==> src/rtl/regfile_wb_arbiter.sv <==
// Writeback arbiter: shares the single register-file write port among NREQ requesters,
// with locked bursts and XZR write suppression. Define WBARB_FIXED_PRI_EN for fixed priority.
module regfile_wb_arbiter #(
    parameter int NREQ   = 3,
    parameter int ADDR_W = 5,
    parameter int DATA_W = 64
) (
    input  logic                      clk,
    input  logic                      reset,
    input  logic [NREQ-1:0]           req_valid,
    input  logic [NREQ-1:0]           req_lock,
    input  logic [NREQ*ADDR_W-1:0]    req_addr,
    input  logic [NREQ*DATA_W-1:0]    req_data,
    output logic [NREQ-1:0]           req_ready,
    input  logic                      port_stall,
    output logic                      wr_en,
    output logic [ADDR_W-1:0]         wr_addr,
    output logic [DATA_W-1:0]         wr_data,
    output logic [$clog2(NREQ)-1:0]   grant_id
);

    localparam int GID_W = $clog2(NREQ);

    // Handshake: a beat from requester i is accepted in the cycle where
    // req_valid[i] & req_ready[i]; ready never depends on req_data/req_addr.
    typedef enum logic {ARB, LOCKED} state_t;

    state_t            state_q, state_d;
    logic [GID_W-1:0]  owner_q, owner_d;
    logic [GID_W-1:0]  rr_ptr_q, rr_ptr_d;

    logic              arb_found;
    logic [GID_W-1:0]  arb_idx;
    logic [GID_W:0]    cand;
    logic [NREQ-1:0]   ready;
    logic              accept;
    logic [GID_W-1:0]  accept_idx;
    logic [ADDR_W-1:0] sel_addr;
    logic [DATA_W-1:0] sel_data;

    // Scan from rr_ptr with wrap; cand carries one extra bit so the sum never overflows.
    // In fixed-priority builds rr_ptr never leaves 0, so the scan starts at index 0.
    always_comb begin
        arb_found = 1'b0;
        arb_idx   = '0;
        cand      = '0;
        for (int k = 0; k < NREQ; k++) begin
            cand = {1'b0, rr_ptr_q} + (GID_W+1)'(k);
            if (cand >= (GID_W+1)'(NREQ)) begin
                cand = cand - (GID_W+1)'(NREQ);
            end
            if (!arb_found && req_valid[cand[GID_W-1:0]]) begin
                arb_found = 1'b1;
                arb_idx   = cand[GID_W-1:0];
            end
        end
    end

    always_comb begin
        ready = '0;
        if (!reset && !port_stall) begin
            if (state_q == ARB) begin
                if (arb_found) begin
                    ready[arb_idx] = 1'b1;
                end
            end else begin
                ready[owner_q] = req_valid[owner_q];
            end
        end
    end

    assign req_ready  = ready;
    assign accept     = |ready;
    assign accept_idx = (state_q == ARB) ? arb_idx : owner_q;
    assign sel_addr   = req_addr[accept_idx*ADDR_W +: ADDR_W];
    assign sel_data   = req_data[accept_idx*DATA_W +: DATA_W];

    always_comb begin
        state_d  = state_q;
        owner_d  = owner_q;
        rr_ptr_d = rr_ptr_q;
        if (!port_stall) begin
            case (state_q)
                ARB: begin
                    if (accept) begin
`ifdef WBARB_FIXED_PRI_EN
                        rr_ptr_d = '0;
`else
                        rr_ptr_d = (arb_idx == GID_W'(NREQ-1)) ? '0 : arb_idx + 1'b1;
`endif
                        if (req_lock[arb_idx]) begin
                            state_d = LOCKED;
                            owner_d = arb_idx;
                        end
                    end
                end
                LOCKED: begin
                    // Either an unlocked final beat or the owner going idle ends the burst.
                    if (!(req_valid[owner_q] && req_lock[owner_q])) begin
                        state_d = ARB;
                    end
                end
                default: state_d = ARB;
            endcase
        end
    end

    always_ff @(posedge clk) begin
        if (reset) begin
            state_q  <= ARB;
            owner_q  <= '0;
            rr_ptr_q <= '0;
            wr_en    <= 1'b0;
            wr_addr  <= '0;
            wr_data  <= '0;
            grant_id <= '0;
        end else begin
            state_q  <= state_d;
            owner_q  <= owner_d;
            rr_ptr_q <= rr_ptr_d;
            // XZR writes are accepted but never reach the decoder enable.
            wr_en    <= accept && (sel_addr != {ADDR_W{1'b1}});
            if (accept) begin
                wr_addr  <= sel_addr;
                wr_data  <= sel_data;
                grant_id <= accept_idx;
            end
        end
    end

endmodule

==> config.mk <==
export PLATFORM = sky130hd
export DESIGN_NAME = regfile_wb_arbiter
export DESIGN_NICKNAME = d
export VERILOG_FILES = /design/src/rtl/regfile_wb_arbiter.sv
export SDC_FILE = /design/constraint.sdc
export NUM_CORES = 1
export LEC_CHECK = 0
export CAP_MARGIN = 20
export CORE_ASPECT_RATIO = 0.8
export CORE_MARGIN = 2
export CORE_UTILIZATION = 37
export CTS_CLUSTER_DIAMETER = 80
export DETAILED_ROUTE_END_ITERATION = 12
export PLACE_DENSITY = 0.8
export REMOVE_ABC_BUFFERS = 1
export SLEW_MARGIN = 20
export SYNTH_ARGS = -nofsm -noshare
export SYNTH_HDL_FRONTEND = slang
export SYNTH_SLANG_ARGS = --single-unit
==> constraint.sdc <==
create_clock -name clk -period 3.64 [get_ports clk]
set_input_delay 0.728 -clock clk [delete_from_list [all_inputs] [get_ports clk]]
set_output_delay 0.728 -clock clk [all_outputs]
set_load 0.02 [all_outputs]
Word-level counts from Yosys, hierarchy flattened
Cells that the tools add are included.
Storage, ports and cells
  flip-flop bits (word level): 77
  input port bits: 216
  logic and storage cells: 79
Cells by class
  $add $sub $neg: 6
  multiply operators: 1
  $lt $le $gt $ge: 10
  eq/ne operators: 2
  shifts and indexed selects: 2
  multiplexer cells: 34
  bitwise gates (word level): 3
  reduce and logical (&&, ||, !) cells: 14
Operators by type and width (count)
  $shiftx A192 B9 Y64: 1
  $mux W2: 8
  $lt A2 B3 Y1 const B: 5
  $shiftx A15 B6 Y5: 1
  $mux W1: 14
  $bmux W1 S2: 6
  $mux W3: 3
  $logic_and A1 B1 Y1: 7
  $ge A3 B2 Y1 const B: 2
  $sub A2 B2 Y2 const B: 3
  $mul A2 B3 Y5 const B: 1
  $ne A5 B5 Y1 const B: 1
  $demux W1 S2: 2
  $ge A2 B1 Y1 const B: 2
  $logic_not A1 Y1: 4
  $reduce_and A4 Y1: 1
  $add A2 B1 Y3 const B: 1
  $add A2 B2 Y3 const B: 1
  $and A3 B3 Y3: 1
  $reduce_and A3 Y1: 1
  $reduce_or A3 Y1: 1
  $add A2 B1 Y2 const B: 1
  $eq A2 B2 Y1 const B: 1
  $ge A2 B2 Y1 const B: 1
  2 further kinds: 3

Longest topological paths before layout
  depth after elaboration: 21
  gate-level depth with buffers: 14
  gate-level depth less buffers: 9

Worst setup path before layout
OpenSTA, ideal clock, no wires.
  kind: input to output
  start point: in req_valid[1]
  end point: out req_ready[1]
  arrival time: 2.101 ns
  data required time: 2.912 ns
  path slack: 0.811 ns
  cell stages on the path: 6
  buffers on the path: 1
  path through: buf_2 -> mux2i_1 -> o22a_1 -> nand3_1 -> a211oi_1 -> o21bai_1
Between the ends
  word-level cells in the longest chain between the ends: 16
  elaborated cells on any way between the ends: 27
Ends and longest elaborated chain
  start: declaration: RTL line 10  | input logic [NREQ-1:0] req_valid,
  $bmux W1 S2: RTL line 52  | if (!arb_found && req_valid[cand[GID_W-1:0]]) begin
  $mux W1 (implied by the code): RTL line 52
  $mux W1: RTL line 52
  $logic_not A1 Y1: RTL line 52
  $logic_and A1 B1 Y1: RTL line 52
  $mux W1: RTL line 52
  $logic_not A1 Y1: RTL line 52
  $logic_and A1 B1 Y1: RTL line 52
  $mux W2: RTL line 52
  $lt A2 B3 Y1 (implied by the code) or $ge A2 B1 Y1 (tied branches): RTL line 64  | ready[arb_idx] = 1'b1;
  $logic_and A1 B1 Y1 (implied by the code): RTL line 64
  $mux W1 (implied by the code): RTL line 64
  $demux W1 S2: RTL line 64
  $mux W3: RTL line 63  | if (arb_found) begin
  $mux W3 *: RTL line 62  | if (state_q == ARB) begin
  $mux W3 *: RTL line 61  | if (!reset && !port_stall) begin
  end: declaration: RTL line 14  | output logic [NREQ-1:0] req_ready,
Every way passes the cells marked *; elsewhere a longest branch is shown, timed or not. The select of a mux whose other input is x is not followed.

Worst setup path after layout
  start point: in req_valid[1]
  end point: out req_ready[2]
Same word-level chain as after synthesis.

==> run_results.csv <==
group,metric,value,unit
layout,final-instance-count-excl-fill,935,
sta,finalHoldViolations,0,
sta,finClkSkew,0.005832,ns
layout,final_area,7939,sq um
logic_synthesis,postSynthAreaPerCell,9.000,sq um
global_routing,grt-ovfl-total,0,
placed_design,place_hpwl,12.44,mm
logic_synthesis,synth_top_area_share,0.3412,
clocking,cts_setup_buffers,0,
logic_synthesis,synthAdderAreaFrac,0.01108,
setup_path,crit_fanout,5,
placed_design,gp_congestion,0.8472,
global_routing,antenna_found_initial,0,
logic_synthesis,async_reset_ff_frac,0,
clocking,cts.sinks,77,
logic_synthesis,synth_xor_area_frac,0,
clocking,htree_levels,3,
die,die_area,13120,sq um
setup_path,arrival,2.79,ns
logic_synthesis,dominantRegCellSynth,"dfxtp_1",
global_routing,track_usage,0.2316,
die,core_area,12030,sq um
die,start_util,0.3757,
placed_design,dpl_cell_area,7650,sq um
sta,worstMarginPinSlew,0.8799,ns
logic_synthesis,synth_compound_area_frac,0.1836,
logic_synthesis,synth_simple_gate_area_share,0.2110,
sta,rsz0062_at_grt,"false",
setup_path,end_kind,"output pin",
logic_synthesis,synthDistinctLibCells,49,
placed_design,dp.cells,920,
clocking,cts_buffers,9,
power,switchingPower,1.093,mW
setup_path,critPathKind,"input pin to output pin",
routing,wl_per_cell,17.40,um
routing,wl,16.27,mm
layout,layout-drive-gt1-share,0.1801,
logic_synthesis,yosys_warnings,0,
power,seqPwrFrac,0.312,
clocking,cts_tree,"done",
flow_run,maxCapViolations,0,
layout,mostFrequentLayoutCell,"clkdlybuf4s50_1",
power,ir_drop,237.5,uV
die,ioPinCount,291,
clocking,cts.clk_slew.worst_paths,0.06,ns
layout,diodes,0,
sta,post-route-period-util,0.9662,
layout,layout_common_cells,"287 x clkdlybuf4s50_1, 77 x dfxtp_1, 70 x nor2_1, 68 x mux2_2, 68 x a221oi_1",
die,dieHeight,102.8,um
layout,post-route-util,0.6601,
sta,fin_hold_ws,0.4886,ns
layout,fin_nets,999,
clocking,ctsHoldBuffers,0,
power,p_comb_frac,0.427,
clocking,clockRootBuffer,"clkbuf_16",
worst_hold_path,holdCritPathClass,"flop to flop",
logic_synthesis,ys_seq_elements,77,
logic_synthesis,syn_inst,502,
power,clock_power_share,0.261,
clocking,clock_latency,0.33,ns
logic_synthesis,yosysTopAreaCell,"dfxtp_1",
outcome,status,"completed",
die,dieWidth,127.5,um
routing,first_pass_iters,5,
routing,viasPerCell,5.415,
sta,relSlewSlack,0.4134,
setup_path,required,2.91,ns
logic_synthesis,yosys-top-cells-area,"dfxtp_1 34%, mux2_2 17%, a221oi_1 13%, nor3_1 6.6%, nor2_1 5.8%",
power,power_per_cell_area,422.0,nW/um^2
placed_design,port-buffer-count,290,
power,intPower,2.258,mW
sta,final.setup.tns,0,ns
power,p_leak,2.886,nW
die,rows,36,
logic_synthesis,synth_top_family_by_area,"simple AND/OR/NAND/NOR gates",
setup_path,critPathLaunchType,"input pin",
logic_synthesis,seq_area_frac_synth,0.3412,
sta,fmax,0.2843,GHz
logic_synthesis,synth_edf_count,0,
global_routing,grt_pass1_vias,4913,
sta,finalCriticalPeriod,3.517,ns
sta,setup_viol,0,
logic_synthesis,synth_area,4518,sq um
logic_synthesis,muxShareOfSynthArea,0.1875,
global_routing,grt_pass1_wl,24.12,mm
routing,num_vias,5063,
power,sw_frac_of_total,0.3261,
routing,drt-initial-drc-count,216,
layout,areaGrowthSynthToFinish,75.71,%
global_routing,grt_start_max_net_pins,78,
routing,drc,0,
sta,slew_viol_final,0,
clocking,clk_path_buf_depth,2,
routing,antenna_left,0,
==> power groups by stage <==
stage	logic, mW	clock network, mW	registers (mW)
after floorplan	0.598	0	1.21
after global placement	1.41	0	1.06
after detailed placement	1.43	0	1.06
after CTS	1.44	0.897	1.05
after global routing	1.53	0.932	1.06
final	1.43	0.874	1.04
==> cell usage after synthesis, drive strengths merged, types with 5 or more instances <==
master / n
mux2: 69
mux2i: 7
nor2: 81
o21ai: 5
buf: 36
nor2b: 6
nand2: 9
a221oi: 68
clkbuf: 17
dfxtp: 77
a21oi: 7
inv: 6
nor3: 70
==> kinds of logic (layout without fill, tap and decap cells) <==
family / after synthesis / count (layout)
simple gates: 185 / 185
mux: 76 / 76
flops: 77 / 77
fa+ha+maj: 4 / 4
compound gates: 101 / 101
buf+inv: 59 / 340
==> routing by layer <==
metal | vias to the layer above | share of wire | routed length (um) | global-route usage
li1 | 2441 | - | - | -
met1 | 2364 | 0.39 | 6345 | 0.2563
met2 | 225 | 0.50 | 8216 | 0.4344
met3 | 33 | 0.082 | 1342 | 0.06331
met4 | 0 | 0.023 | 367 | 0.07608
met5 | - | 0 | 0 | 0
==> critical path, cell delays in order <==
cell             delay [ns]
clkdlybuf4s50_1        0.48
mux2i_1                0.25
o32ai_1                0.16
or2_1                  0.28
o22ai_2                0.24
clkdlybuf4s50_1        0.64
==> metrics by stage <==
step | setup WS (ns) | total power, mW
global route | 0.005184 | 3.526
finish | 0.1231 | 3.350
global placement | -0.07091 | 2.465
detailed placement | -0.1069 | 2.498
floorplan | -3.987 | 1.808
CTS | 0.1138 | 3.385
==> state kept, by name (all words and copies together) (netlist names) <==
| name | cells |
|---|---|
| owner_q | 2 |
| grant_id | 2 |
| wr_addr | 5 |
| state_q | 1 |
| wr_data | 64 |
| wr_en | 1 |
| rr_ptr_q | 2 |
==> cell type report <==
class                   count  area [sq um]
multi-input cells         366          2693
clock buffers              10         229.0
well taps                 152         190.2
clock inverters             5         62.56
fillers                   945          4088
inverters                   6         22.52
flip-flops and latches     77          1541
repair buffers            319          3201
==> timing repair <==
item	in CTS	in global routing
hold endpoints to repair	0	0
endpoints found under the setup margin	2	0
gates resized for setup	2	0
==> final timing paths <==
kind                                               start                        to  slack (ns)  cells after the start
worst max-delay path                        req_valid[1]              req_ready[2]        0.12                      6
worst min-delay path            wr_data[53]$_SDFFE_PP0P_  wr_data[53]$_SDFFE_PP0P_        0.49                      2
worst max register to register  rr_ptr_q[0]$_SDFFE_PP0P_   wr_data[7]$_SDFFE_PP0P_        0.34                     13
worst min register to register  wr_data[53]$_SDFFE_PP0P_  wr_data[53]$_SDFFE_PP0P_        0.49                      2
No activity file was read; power rests on OpenSTA's default activity.
